[src/rtl/lisnoc_packetizer.sv]
// LISNoC transmit adapter: turns a command plus payload words into a typed flit
// stream on one virtual channel, through a single output register.
module lisnoc_packetizer #(
   parameter int flit_data_width = 32,
   parameter int flit_type_width = 2,
   parameter int ph_dest_width   = 5,
   parameter int ph_prio_width   = 4,
   parameter int vchannels       = 1,
   parameter int len_width       = 4
) (
   input  logic                                       clk,
   input  logic                                       rst,
   input  logic [ph_dest_width-1:0]                   req_dest,
   input  logic [ph_prio_width-1:0]                   req_prio,
   input  logic [len_width-1:0]                       req_len,
   input  logic [vchannels-1:0]                       req_vc,
   input  logic                                       req_valid,
   output logic                                       req_ready,
   input  logic [flit_data_width-1:0]                 data_word,
   input  logic                                       data_valid,
   output logic                                       data_ready,
   output logic [flit_data_width+flit_type_width-1:0] out_flit,
   output logic [vchannels-1:0]                       out_valid,
   input  logic [vchannels-1:0]                       out_ready,
   output logic                                       busy
);

   localparam int FW = flit_data_width + flit_type_width;

   localparam logic [flit_type_width-1:0] T_PAYLOAD = flit_type_width'(2'b00);
   localparam logic [flit_type_width-1:0] T_HEADER  = flit_type_width'(2'b01);
   localparam logic [flit_type_width-1:0] T_LAST    = flit_type_width'(2'b10);
   localparam logic [flit_type_width-1:0] T_SINGLE  = flit_type_width'(2'b11);

   typedef enum logic {IDLE, BODY} state_t;

   state_t                     state_q, state_d;
   logic [len_width-1:0]       rem_q, rem_d;
   logic                       occ_q, occ_d;
   logic [vchannels-1:0]       vc_q, vc_d;
   logic [FW-1:0]              flit_q, flit_d;
   logic [flit_data_width-1:0] hdr;
   logic                       drain, free, req_fire, data_fire;

   assign out_valid = occ_q ? vc_q : '0;
   assign out_flit  = flit_q;
   assign drain     = |(out_valid & out_ready);
   // Draining and refilling in the same cycle keeps the register full at 1 flit/cycle.
   assign free      = !occ_q | drain;
   assign req_fire  = req_valid & req_ready;
   assign data_fire = data_valid & data_ready;
   assign busy      = (state_q != IDLE) | occ_q;

   always_comb begin
      hdr = '0;
      hdr[flit_data_width-1 -: ph_dest_width] = req_dest;
      hdr[flit_data_width-ph_dest_width-1 -: ph_prio_width] = req_prio;
   end

   always_ff @(posedge clk) begin
      if (!rst) state_q <= IDLE;
      else      state_q <= state_d;
   end

   always_comb begin
      state_d = state_q;
      case (state_q)
         IDLE:    if (req_fire && req_len != '0) state_d = BODY;
         BODY:    if (data_fire && rem_q == len_width'(1)) state_d = IDLE;
         default: state_d = IDLE;
      endcase
   end

   always_comb begin
      req_ready  = rst & (state_q == IDLE) & free;
      data_ready = rst & (state_q == BODY) & free;
   end

   always_comb begin
      rem_d  = rem_q;
      occ_d  = occ_q;
      vc_d   = vc_q;
      flit_d = flit_q;
      if (drain) occ_d = 1'b0;
      if (req_fire) begin
         occ_d  = 1'b1;
         vc_d   = req_vc;
         rem_d  = req_len;
         flit_d = {(req_len == '0) ? T_SINGLE : T_HEADER, hdr};
      end else if (data_fire) begin
         occ_d  = 1'b1;
         rem_d  = rem_q - len_width'(1);
         flit_d = {(rem_q == len_width'(1)) ? T_LAST : T_PAYLOAD, data_word};
      end
   end

   always_ff @(posedge clk) begin
      if (!rst) begin
         rem_q  <= '0;
         occ_q  <= 1'b0;
         vc_q   <= '0;
         flit_q <= '0;
      end else begin
         rem_q  <= rem_d;
         occ_q  <= occ_d;
         vc_q   <= vc_d;
         flit_q <= flit_d;
      end
   end

   always_ff @(posedge clk) begin
      if (rst && req_fire) assert ($onehot(req_vc));
   end

endmodule

[config.mk]
export PLATFORM = sky130hd
export DESIGN_NAME = lisnoc_packetizer
export DESIGN_NICKNAME = d
export VERILOG_FILES = /design/src/rtl/lisnoc_packetizer.sv
export SDC_FILE = /design/constraint.sdc
export NUM_CORES = 1
export LEC_CHECK = 0
export CORE_AREA = 4 4 91 93
export DETAILED_ROUTE_END_ITERATION = 12
export DIE_AREA = 0 0 95 97
export SLEW_MARGIN = 20
export SYNTH_ARGS = -nofsm -noshare
export SYNTH_HDL_FRONTEND = slang
export SYNTH_SLANG_ARGS = --single-unit
[constraint.sdc]
create_clock -name clk -period 1.7 [get_ports clk]
set_clock_uncertainty 0.1 [all_clocks]
set_input_delay 0.34 -clock clk [delete_from_list [all_inputs] [get_ports clk]]
set_output_delay 0.34 -clock clk [all_outputs]
set_load 0.01 [all_outputs]
## After elaboration in Yosys (flattened, before gate mapping)

Cells that the tools add are included.

- Output and inout port bits: 38
- Register bits: 41
- Bits of input ports: 51

- Equality and inequality tests: 1
- $add $sub $neg: 1
- Bitwise logic cells: 11
- Reduce and logical (&&, ||, !) cells: 8
- Muxes and demuxes: 13

Operators by type and width:

| operator | count |
|---|---|
| two-way mux 34 bit | 2 |
| two-way mux 4 bit | 2 |
| AND 1 bit | 7 |
| two-way mux 1 bit | 6 |
| equality test 4 x 1 -> 1 bit, second input constant | 1 |
| zero test 4 bit | 1 |
| two-way mux 2 bit | 2 |
| nonzero test 4 bit | 1 |
| subtractor 4 x 1 -> 4 bit, second input constant | 1 |
| nonzero test 3 bit | 1 |
| logical AND 1 bit | 2 |
| inverter 1 bit | 2 |
| bitwise OR 1 bit | 2 |
| case mux 1 bit (2 select lines) | 1 |
| nonzero test 2 bit | 1 |
| OR reduction 2 bit | 1 |
| zero test 1 bit | 1 |

## Logic depth before layout (Yosys ltp)

Gate-level depths: netlist of run 1.

- Word-level depth: 8
- Depth in mapped cells: 7
- Mapped depth without buffers: 5

## Worst setup path after synthesis of run 1

Ideal clock, no wire load.

- Path kind: input-to-reg
- Start point: in out_ready
- End point: reg flit_q[27], in the netlist out_flit[27]
- Cell stages on the path: 7
- Library setup time: 0.121 ns
- Data required time: 1.479 ns
- Slack: 0.234 ns
- Arrival time: 1.245 ns
- Buffers on the path: 3
- Cells stage by stage: a21bo_1 -> buf_6 -> and3_4 -> buf_6 -> buf_12 -> a22oi_2 -> a21boi_1

- Cells in the longest elaborated chain, start to end: 5
- Elaborated cells on any way between the ends: 8
- Classes of those cells: mux (1); bitwise (6); reduce/logical (1)

Ends and longest elaborated chain:

| what | RTL line | source |
|---|---|---|
| start, declared | 24 | `input logic [vchannels-1:0] out_ready,` |
| AND 1 bit * | 47 | `assign drain = \|(out_valid & out_ready);` |
| bitwise OR 1 bit * | 49 | `assign free = !occ_q \| drain;` |
| AND 1 bit, on equally long branches | 75, 76 |  |
| AND 1 bit, on equally long branches | 50, 51 |  |
| two-way mux 34 bit or nonzero test 2 bit (tied branches) | -- |  |
| end signal, assigned | 107 | `flit_q <= flit_d;` |
| end, declared | 41 | `logic [FW-1:0] flit_q, flit_d;` |

Every way passes the cells marked *; elsewhere a longest branch is shown, timed or not.
A chain may end at the register's enable or synchronous reset.

## Final worst setup path of run 1

- Start point: reg state_q
- End point: out busy

- Cells in the longest elaborated chain, start to end: 1

Ends and longest elaborated chain:

| what | RTL line | source |
|---|---|---|
| start, declared | 37 | `state_t state_q, state_d;` |
| start signal, assigned | 62 | `else state_q <= state_d;` |
| bitwise OR 1 bit | 52 | `assign busy = (state_q != IDLE) \| occ_q;` |
| end, declared | 25 | `output logic busy` |

No other way between the ends.

==> results of run 1 <==
## report_power, final
group / switching (mW) / internal [mW]
registers: 0.0320 / 1.01
clock network: 0.337 / 0.285
logic: 0.215 / 0.312
total: 0.584 / 1.61
## worst reg2reg max path: cells and delay by family (launching register included)
family	cells	cell delay, ns
flip-flops	1	0.34
buffers and inverters	2	0.33
AND/OR/NAND/NOR	1	0.24
AO/OA/AOI/OAI	3	0.44
## how the worst max path moves through the flow
stage / start / to / slack, ns / cells after the start
3_5_place_dp: out_ready / data_ready / -0.37 / 4
5_1_grt: state_q / busy / 0.006 / 2
4_1_cts: out_ready / data_ready / 0.03 / 4
3_3_place_gp: out_ready / data_ready / -0.34 / 4
2_1_floorplan: out_ready / out_flit[27] / 0.23 / 7
6_report: state_q / busy / 0.05 / 2
## through the flow
stage / setup TNS, ns / utilization, % / power [mW]
2_1_floorplan: 0 / - / 1.29
3_3_place_gp: -9.30 / 38.2 / 1.59
5_1_grt: 0 / 39.7 / 2.32
6_report: 0 / 39.7 / 2.19
4_1_cts: 0 / 39.3 / 2.24
3_5_place_dp: -10.69 / 38.2 / 1.59
## layer usage
layer	vias to the layer above	wire length, microns
li1	889	-
met1	804	2110
met2	72	2280
met3	6	469
met4	0	49
met5	-	0
## cell families (layout without fill, tap and decap cells)
| kind of cell | count (synthesis) | after routing | share of synthesized area [%] |
|---|---|---|---|
| and+or+nand+nor | 80 | 80 | 20.3 |
| DFF | 41 | 41 | 46.6 |
| adders and majority gates | 2 | 2 | 1.42 |
| buffers and inverters | 17 | 122 | 6.96 |
| AOI/OAI and AO/OA | 61 | 61 | 24.7 |
## area by class of cell
type	instances	area, sq um
Multi-Input combinational cell	143	841
Inverter	3	11.3
Sequential cell	41	821
Tap cell	102	128
Timing Repair Buffer	111	1110
Clock inverter	2	10.0
Clock buffer	6	72.6
Fill cell	784	4540
## cells in the final DEF, fill, tap and decap left out, types with 3 or more instances in the layout
cell / n
a22oi_1: 4
dfxtp_1: 41
a21boi_0: 5
a22oi_2: 6
buf_4: 18
clkdlybuf4s50_1: 83
a21boi_1: 8
nand2_1: 64
inv_1: 3
clkbuf_8: 5
buf_12: 5
a21oi_1: 25
## sequential cells by signal, summed over array words and instances, names as in the netlist
signal,flops
vc_q,1
out_flit,34
state_q,1
rem_q,4
occ_q,1
## repair_timing
| action | in CTS | in global routing |
|---|---|---|
| setup endpoints to repair | 5 | 13 |
| resized for setup | 13 | 3 |
| buffers inserted | 1 | 2 |
| pin swaps | 1 | 3 |
| gates cloned | 0 | 0 |
==> impl_metrics.csv, run 1 <==
group,metric,value,unit
outcome,status,"complete, no violations",
grt,grt_use_met2,18.4,%
sta,tightestPinTransition,0.424,ns
logic_synthesis,syn_nets,254,
setup_path,crit_type,"register to output port",
final_layout,finalInstanceArea,0.00299,sq mm
logic_synthesis,ys_types,38,
logic_synthesis,netlist.top_cell.by_area,"dfxtp_1",
grt,grt_pass1_vias,1703,
min_path,hp-start,"out_flit[16]",
die,core_region_area,0.00753,sq mm
logic_synthesis,synthArstFlopShare,0,%
grt,grt_max_degree,24,
setup_path,rrSetupSlack,0.15,ns
setup_path,cp_max_fo,5,
grt,grt_use_met1,12.4,%
sta,fin_crit,1.65,ns
setup_path,critPathTopFamily,"flip-flops",
grt,grt-ovfl-total,0,
logic_synthesis,ys_seq_elements,41,
logic_synthesis,synth_top_area_share,46.6,%
cts,ctsHoldBuffers,0,
setup_path,cp_num_buf_inv,1,
route,via_count,1771,
logic_synthesis,netlist_top_cells_count,"nand2_1, dfxtp_1, a21oi_1",
cts,numClockSinks,41,
sta,rsz0062_at_grt,"no",
logic_synthesis,ys_seq_area_share,46.6,%
setup_path,cp-start-kind,"register",
die,initial_core_util,23.4,%
grt,gr-max-usage-layer,"met2",
final_layout,finalNonFillerCells,408,
power,power_density,733,mW/mm^2
route,firstDrtPassIters,4,
placed_design,hpwl,3.73,mm
logic_synthesis,post-synth-top-count-cell,"nand2_1",
job,drv_cap,0,
grt,grt_antenna_before_repair,0,
setup_path,rr_worst_depth,6,
cts,clk_path_buf_depth,2,
route,viasPerCell,4.34,
placed_design,postPlaceCellArea,0.00288,sq mm
route,drcViolationCount,0,
setup_path,arrival,1.21,ns
logic_synthesis,synth_area_per_cell,8.76,sq um
cts,ctsHtreeMaxLevel,2,
placed_design,dp_cells,398,
setup_path,critPathRequiredTime,1.26,ns
logic_synthesis,yosys_warnings,0,
min_path,hold_class,"register to register",
sta,fmax,0.608,GHz
sta,relSlewSlack,71.5,%
setup_path,reg2reg_to,"out_flit[25]",
final_layout,nets,358,
power,vdd_drop_max,328,uV
setup_path,slowest_delay,0.36,ns
sta,finalCritPeriodShare,96.8,%
setup_path,rr_startpoint,"occ_q",
sta,hold_viol,0,
min_path,holdPathEnd,"out_flit[16]",
cts,insertion_delay,0.29,ns
cts,cts_tree,"done",
logic_synthesis,synth_cells,201,
cts,root_buffer,"clkbuf_8",
die,die_x,95,microns
cts,clk_pin_slew_worst_paths,0.08,ns
sta,setup_viol,0,
cts,cts_buffers,5,
logic_synthesis,synth_ff_type,"dfxtp_1",
logic_synthesis,synthesis.area,0.00176,sq mm
placed_design,place.gp.congestion,0.738,
logic_synthesis,synth_edf_count,0,
final_layout,synthToLayoutAreaGrowth,69.8,%
min_path,whs_path_depth,2,
die,die_y,97,microns
placed_design,pre_cts_ws,-0.369,ns
setup_path,path_cells,"or2_2 -> dlygate4sd2_1",
route,antenna_left,0,
grt,grt_use_met3,4.20,%
setup_path,endpoint_kind,"output port",
route,wl_per_cell,12.0,microns
grt,grtUsageTotal,10.8,%
die,core.rowCount,32,
route,wirelength,4.91,mm
sta,finalMaxSlewViolations,0,
final_layout,drive_above_1_share,16.0,%
grt,grt_pass1_wl,7.94,mm
power,p_leak,1.08,nW
placed_design,port_buffers,88,
sta,worst_slack,0.0550,ns
final_layout,diodes,0,
die,die-area,0.00922,sq mm
logic_synthesis,synth_area_leaders,"dfxtp_1, nand2_1, a21oi_1, a22oi_2, buf_6",
setup_path,slowest_stage,"dfxtp_1",
die,io_pins,89,
sta,timing.hold.ws,0.354,ns
route,drt_iter0_markers,46,
No activity file was read; power rests on OpenSTA's default activity.
==> run 2, diff against run 1 <==
--- a/config.mk
+++ b/config.mk
@@ -5,10 +5,12 @@
 export SDC_FILE = /design/constraint.sdc
 export NUM_CORES = 1
 export LEC_CHECK = 0
-export CORE_AREA = 4 4 91 93
+export CORE_AREA = 4 4 127 68
 export DETAILED_ROUTE_END_ITERATION = 12
-export DIE_AREA = 0 0 95 97
+export DIE_AREA = 0 0 131 72
+export REMOVE_ABC_BUFFERS = 1
 export SLEW_MARGIN = 20
 export SYNTH_ARGS = -nofsm -noshare
 export SYNTH_HDL_FRONTEND = slang
 export SYNTH_SLANG_ARGS = --single-unit
+export TNS_END_PERCENT = 1
==> run 2 against run 1 <==
Against the previous run:
- via count down 2.5%
- flip-flop and latch count unchanged
- global-route usage up 1.0 points
- hold slack worse by 0.0023 ns
- combinational power about the same
- setup slack worse by 0.043 ns
- clock-buffer cell count up 1
- critical endpoint is now data_ready
==> impl_metrics.csv, run 2 (synthesis gave the netlist of run 1 again) <==
group,metric,value,unit
min_path,whs_path_depth,2,
die,die_y,72,microns
die,initial_core_util,22.9,%
final_layout,nets,354,
grt,grt_max_degree,24,
grt,grt_pass1_vias,1710,
setup_path,cp_num_buf_inv,2,
setup_path,endpoint_kind,"output port",
placed_design,dp_cells,394,
grt,grtUsageTotal,11.8,%
die,core.rowCount,23,
route,drcViolationCount,0,
sta,fmax,0.592,GHz
route,firstDrtPassIters,4,
sta,rsz0062_at_grt,"yes",
grt,grt-ovfl-total,0,
power,p_int,1.89,mW
setup_path,rrSetupSlack,0.12,ns
sta,timing.hold.ws,0.351,ns
cts,ctsHtreeMaxLevel,2,
cts,clk_path_buf_depth,2,
outcome,status,"complete, no violations",
final_layout,diodes,0,
power,seq_power_share,41.6,%
die,io_pins,89,
die,die-area,0.00943,sq mm
route,via_count,1727,
min_path,hp-start,"out_flit[26]",
setup_path,slowest_delay,0.40,ns
cts,cts_buffers,5,
grt,grt_pass1_wl,8.62,mm
sta,setup_viol,0,
job,drv_cap,0,
grt,grt_antenna_before_repair,0,
power,power_frac_comb,21.1,%
sta,fin_crit,1.69,ns
min_path,holdPathEnd,"out_flit[26]",
setup_path,slowest_stage,"clkdlybuf4s50_1",
cts,cts_tree,"done",
setup_path,cp_max_fo,3,
power,p_leak,1.09,nW
cts,numClockSinks,41,
cts,insertion_delay,0.28,ns
placed_design,hpwl,4.21,mm
power,vdd_drop_max,393,uV
sta,relSlewSlack,73.3,%
final_layout,drive_above_1_share,14.3,%
route,wl_per_cell,13.8,microns
final_layout,final_common_cell,"clkdlybuf4s50_1",
cts,root_buffer,"clkbuf_16",
final_layout,synthToLayoutAreaGrowth,71.2,%
die,die_x,131,microns
route,drt_iter0_markers,98,
placed_design,port_buffers,88,
setup_path,critPathRequiredTime,1.26,ns
setup_path,path_cells,"clkdlybuf4s50_1 -> a21bo_1 -> and3_1 -> buf_2",
final_layout,finalNonFillerCells,401,
setup_path,rr_worst_depth,6,
final_layout,n_fill_cell,763,
power,p_switching,613,uW
setup_path,cp-start-kind,"input port",
power,power_density,831,mW/mm^2
placed_design,place.gp.congestion,0.757,
power,sw_frac_of_total,24.5,%
route,viasPerCell,4.31,
sta,finalCritPeriodShare,99.3,%
sta,tightestPinTransition,0.397,ns
setup_path,arrival,1.25,ns
sta,hold_viol,0,
setup_path,rr_startpoint,"occ_q",
cts,clk_pin_slew_worst_paths,0.06,ns
setup_path,crit_type,"input port to output port",
power,power_frac_clock,37.3,%
min_path,hold_class,"register to register",
die,core_region_area,0.00768,sq mm
setup_path,critPathTopFamily,"buffers and inverters",
route,antenna_left,0,
route,wirelength,5.55,mm
setup_path,reg2reg_to,"rem_q[0]",
final_layout,largest_register_ffs,34,
sta,finalMaxSlewViolations,0,
final_layout,final_cell_mix,"clkdlybuf4s50_1, nand2_1, dfxtp_1, a21oi_1, buf_4",
==> run 2: how the worst max path moves through the flow <==
stage	start	slack (ns)	cells after the start	end
after global routing	out_ready	-0.04	7	out_flit[12]
after CTS	out_ready	0.01	7	rem_q[0]
after global placement	out_ready	-0.35	4	data_ready
final	out_ready	0.01	4	data_ready
after detailed placement	out_ready	-0.36	4	data_ready
after floorplan	occ_q	0.09	4	rem_q[3]
==> run 2: what timing repair did <==
item	4_1_cts	5_1_grt
endpoints found under the setup margin	8	23
pin swaps	1	0
hold buffers	0	0
gates resized for setup	10	6
buffers inserted	0	0
==> run 2: layout make-up <==
| type | instances | area [sq um] | area share, % |
|---|---|---|---|
| clock buffers | 7 | 143 | 4.73 |
| repair buffers | 107 | 1080 | 35.8 |
| multi-input cells | 143 | 835 | 27.7 |
| inverters | 3 | 11.3 | 0.374 |
| flip-flops and latches | 41 | 821 | 27.2 |
| well taps | 100 | 125 | 4.15 |
==> run 2: per-layer routing <==
layer	global-route usage, %	part of all wire, %	vias to the layer above
met5	0	0	-
met4	1.71	0	0
met3	5.44	9.1	0
met2	16.7	41	57
met1	16.8	50	787
li1	-	-	883
==> run 2: power by group through the flow <==
stage	clock (mW)	sequential, mW	combinational (mW)
floorplan	0	1.07	0.180
global placement	0	1.06	0.532
detailed placement	0	1.06	0.536
CTS	0.976	1.04	0.530
global route	1.02	1.05	0.579
finish	0.934	1.04	0.528
==> run 2: worst register-to-register path, delay by kind of cell (launching register included) <==
family                 cells  cell delay [ns]
AO/OA/AOI/OAI              3             0.49
AND/OR/NAND/NOR            1             0.19
buffers and inverters      2             0.34
flip-flops                 1             0.34
==> run 2: stage by stage <==
stage	area [sq um]	setup TNS [ns]	utilization [%]	setup WS [ns]	power (mW)
5_1_grt	3010	-0.250	39.2	-0.0360	2.65
2_1_floorplan	1650	0	-	0.0936	1.25
3_3_place_gp	2860	-9.31	37.2	-0.354	1.59
4_1_cts	2990	0	38.9	0.0105	2.55
6_report	3010	0	39.2	0.0117	2.51
3_5_place_dp	2860	-9.80	37.2	-0.361	1.60
==> run 3, diff against run 2 <==
--- a/config.mk
+++ b/config.mk
@@ -8,6 +8,7 @@
 export CORE_AREA = 4 4 127 68
 export DETAILED_ROUTE_END_ITERATION = 12
 export DIE_AREA = 0 0 131 72
+export PLACE_DENSITY_LB_ADDON = 0.12
 export REMOVE_ABC_BUFFERS = 1
 export SLEW_MARGIN = 20
 export SYNTH_ARGS = -nofsm -noshare
==> run 3 against run 2 <==
Against the previous run:
- via count fell by 1.0%
- critical path depth unchanged
- global-route usage down 0.052 points
- clock-buffer cell count stayed put
- core utilization increased by 0.34 points
- setup slack worse by 0.0040 ns
- flip-flop and latch count unchanged
- critical path type unchanged
- first-iteration DRC count fell by 64%
- combinational power hardly changed
- final cell count is the same
- sequential share of layout area down 0.24 points
==> impl_metrics.csv, run 3 (synthesis gave the netlist of run 1 again) <==
group,metric,value,unit
grt,grt-ovfl-total,0,
route,wl_per_cell,13.4,microns
route,viasPerCell,4.26,
final_layout,final_common_cell,"clkdlybuf4s50_1",
sta,rsz0062_at_grt,"yes",
final_layout,largest_register_ffs,34,
route,drt_iter0_markers,35,
min_path,whs_path_depth,2,
sta,relSlewSlack,72.8,%
placed_design,place.gp.congestion,0.750,
final_layout,nets,352,
min_path,hp-start,"out_flit[2]",
sta,finalCritPeriodShare,99.5,%
power,vdd_drop_max,331,uV
cts,root_buffer,"clkbuf_16",
route,drcViolationCount,0,
final_layout,n_fill_cell,772,
die,core_region_area,0.00768,sq mm
final_layout,drive_above_1_share,15.0,%
route,firstDrtPassIters,4,
die,core.rowCount,23,
sta,fin_crit,1.69,ns
final_layout,finalInstanceArea,0.00304,sq mm
route,wirelength,5.36,mm
grt,grt_pass1_vias,1759,
cts,cts_buffers,5,
power,p_leak,1.09,nW
final_layout,final_cell_mix,"clkdlybuf4s50_1, nand2_1, dfxtp_1, a21oi_1, buf_4",
cts,insertion_delay,0.28,ns
grt,grt_use_met2,15.0,%
die,io_pins,89,
cts,cts_tree,"done",
min_path,hold_class,"register to register",
setup_path,rr_startpoint,"occ_q",
placed_design,hpwl,4.07,mm
sta,finalMaxSlewViolations,0,
die,initial_core_util,22.9,%
outcome,status,"complete, no violations",
job,drv_cap,0,
cts,clk_path_buf_depth,2,
setup_path,rrSetupSlack,0.15,ns
setup_path,rr_worst_depth,6,
setup_path,cp-start-kind,"input port",
setup_path,reg2reg_to,"out_flit[23]",
setup_path,cp_max_fo,3,
grt,grt_use_met3,6.54,%
final_layout,multi_input_area,843,sq um
grt,gr-max-usage-layer,"met1",
sta,setup_viol,0,
die,die_y,72,microns
placed_design,postPlaceCellArea,0.00285,sq mm
final_layout,ff_latch_area,821,sq um
final_layout,finalNonFillerCells,401,
grt,grtUsageTotal,11.8,%
power,power_density,878,mW/mm^2
die,die_x,131,microns
grt,grt_pass1_wl,8.65,mm
setup_path,arrival,1.25,ns
final_layout,synthToLayoutAreaGrowth,72.7,%
setup_path,crit_type,"input port to output port",
route,via_count,1709,
grt,grt_max_degree,24,
grt,grt_use_met1,17.0,%
sta,fmax,0.591,GHz
grt,grt_antenna_before_repair,1,
die,die-area,0.00943,sq mm
placed_design,dp_cells,392,
sta,hold_viol,0,
cts,clk_pin_slew_worst_paths,0.06,ns
min_path,holdPathEnd,"out_flit[2]",
cts,numClockSinks,41,
route,antenna_left,0,
sta,tightestPinTransition,0.404,ns
cts,ctsHtreeMaxLevel,2,
setup_path,critPathRequiredTime,1.26,ns
placed_design,port_buffers,88,
setup_path,endpoint_kind,"output port",
## run 3: report_power, final
part | total, mW | internal [mW] | leakage [nW] | switching, mW
logic | 0.525 | 0.304 | 0.673 | 0.221
registers | 1.05 | 1.01 | 0.333 | 0.0346
clock network | 1.10 | 0.733 | 0.0841 | 0.365
## run 3: worst max path at each step
stage / startpoint / to / slack (ns) / cells past startpoint
after floorplan: occ_q / rem_q[3] / 0.09 / 4
after global placement: rst / data_ready / -0.40 / 3
after detailed placement: rst / data_ready / -0.42 / 3
after CTS: out_ready / data_ready / -0.09 / 4
after global routing: out_ready / data_ready / -0.04 / 4
final: out_ready / data_ready / 0.008 / 4
## run 3: metal layers
layer	wire, microns	share of wire (%)	up-vias
met3	649	12	5
li1	-	-	883
met1	2810	52	756
met4	34	0.63	0
met2	1870	35	65
met5	0	0	-
## run 3: final cells by class
class | instances | share of cell area, %
Antenna cell | 1 | 0.0823
Clock buffer | 7 | 4.69
Clock inverter | 1 | 0.988
Inverter | 3 | 0.370
Multi-Input combinational cell | 143 | 27.7
Sequential cell | 41 | 27.0
Tap cell | 100 | 4.12
Timing Repair Buffer | 105 | 35.0
## run 3: worst max-delay path, cell delays in order
cell	delay [ns]
clkdlybuf4s50_1	0.40
a21bo_1	0.20
and3_1	0.18
clkbuf_2	0.12
## run 3: metrics by stage
step | utilization [%] | power (mW) | setup TNS [ns] | setup WS [ns] | hold slack (ns)
after floorplan | - | 1.25 | 0 | 0.0936 | 0.342
after global placement | 37.0 | 1.59 | -10.30 | -0.404 | 0.341
after detailed placement | 37.0 | 1.59 | -11.50 | -0.418 | 0.346
after CTS | 39.2 | 2.70 | -0.0941 | -0.0941 | 0.354
after global routing | 39.6 | 2.80 | -0.0718 | -0.0369 | 0.375
final | 39.6 | 2.67 | 0 | 0.00778 | 0.352
## run 3: what timing repair did
item                                    CTS  global route
hold buffers                              0             0
endpoints found under the setup margin   10            33
pin swaps                                 1             1
gates resized for setup                  10             9
setup buffers                             0             0
endpoints found under the hold margin     0             0
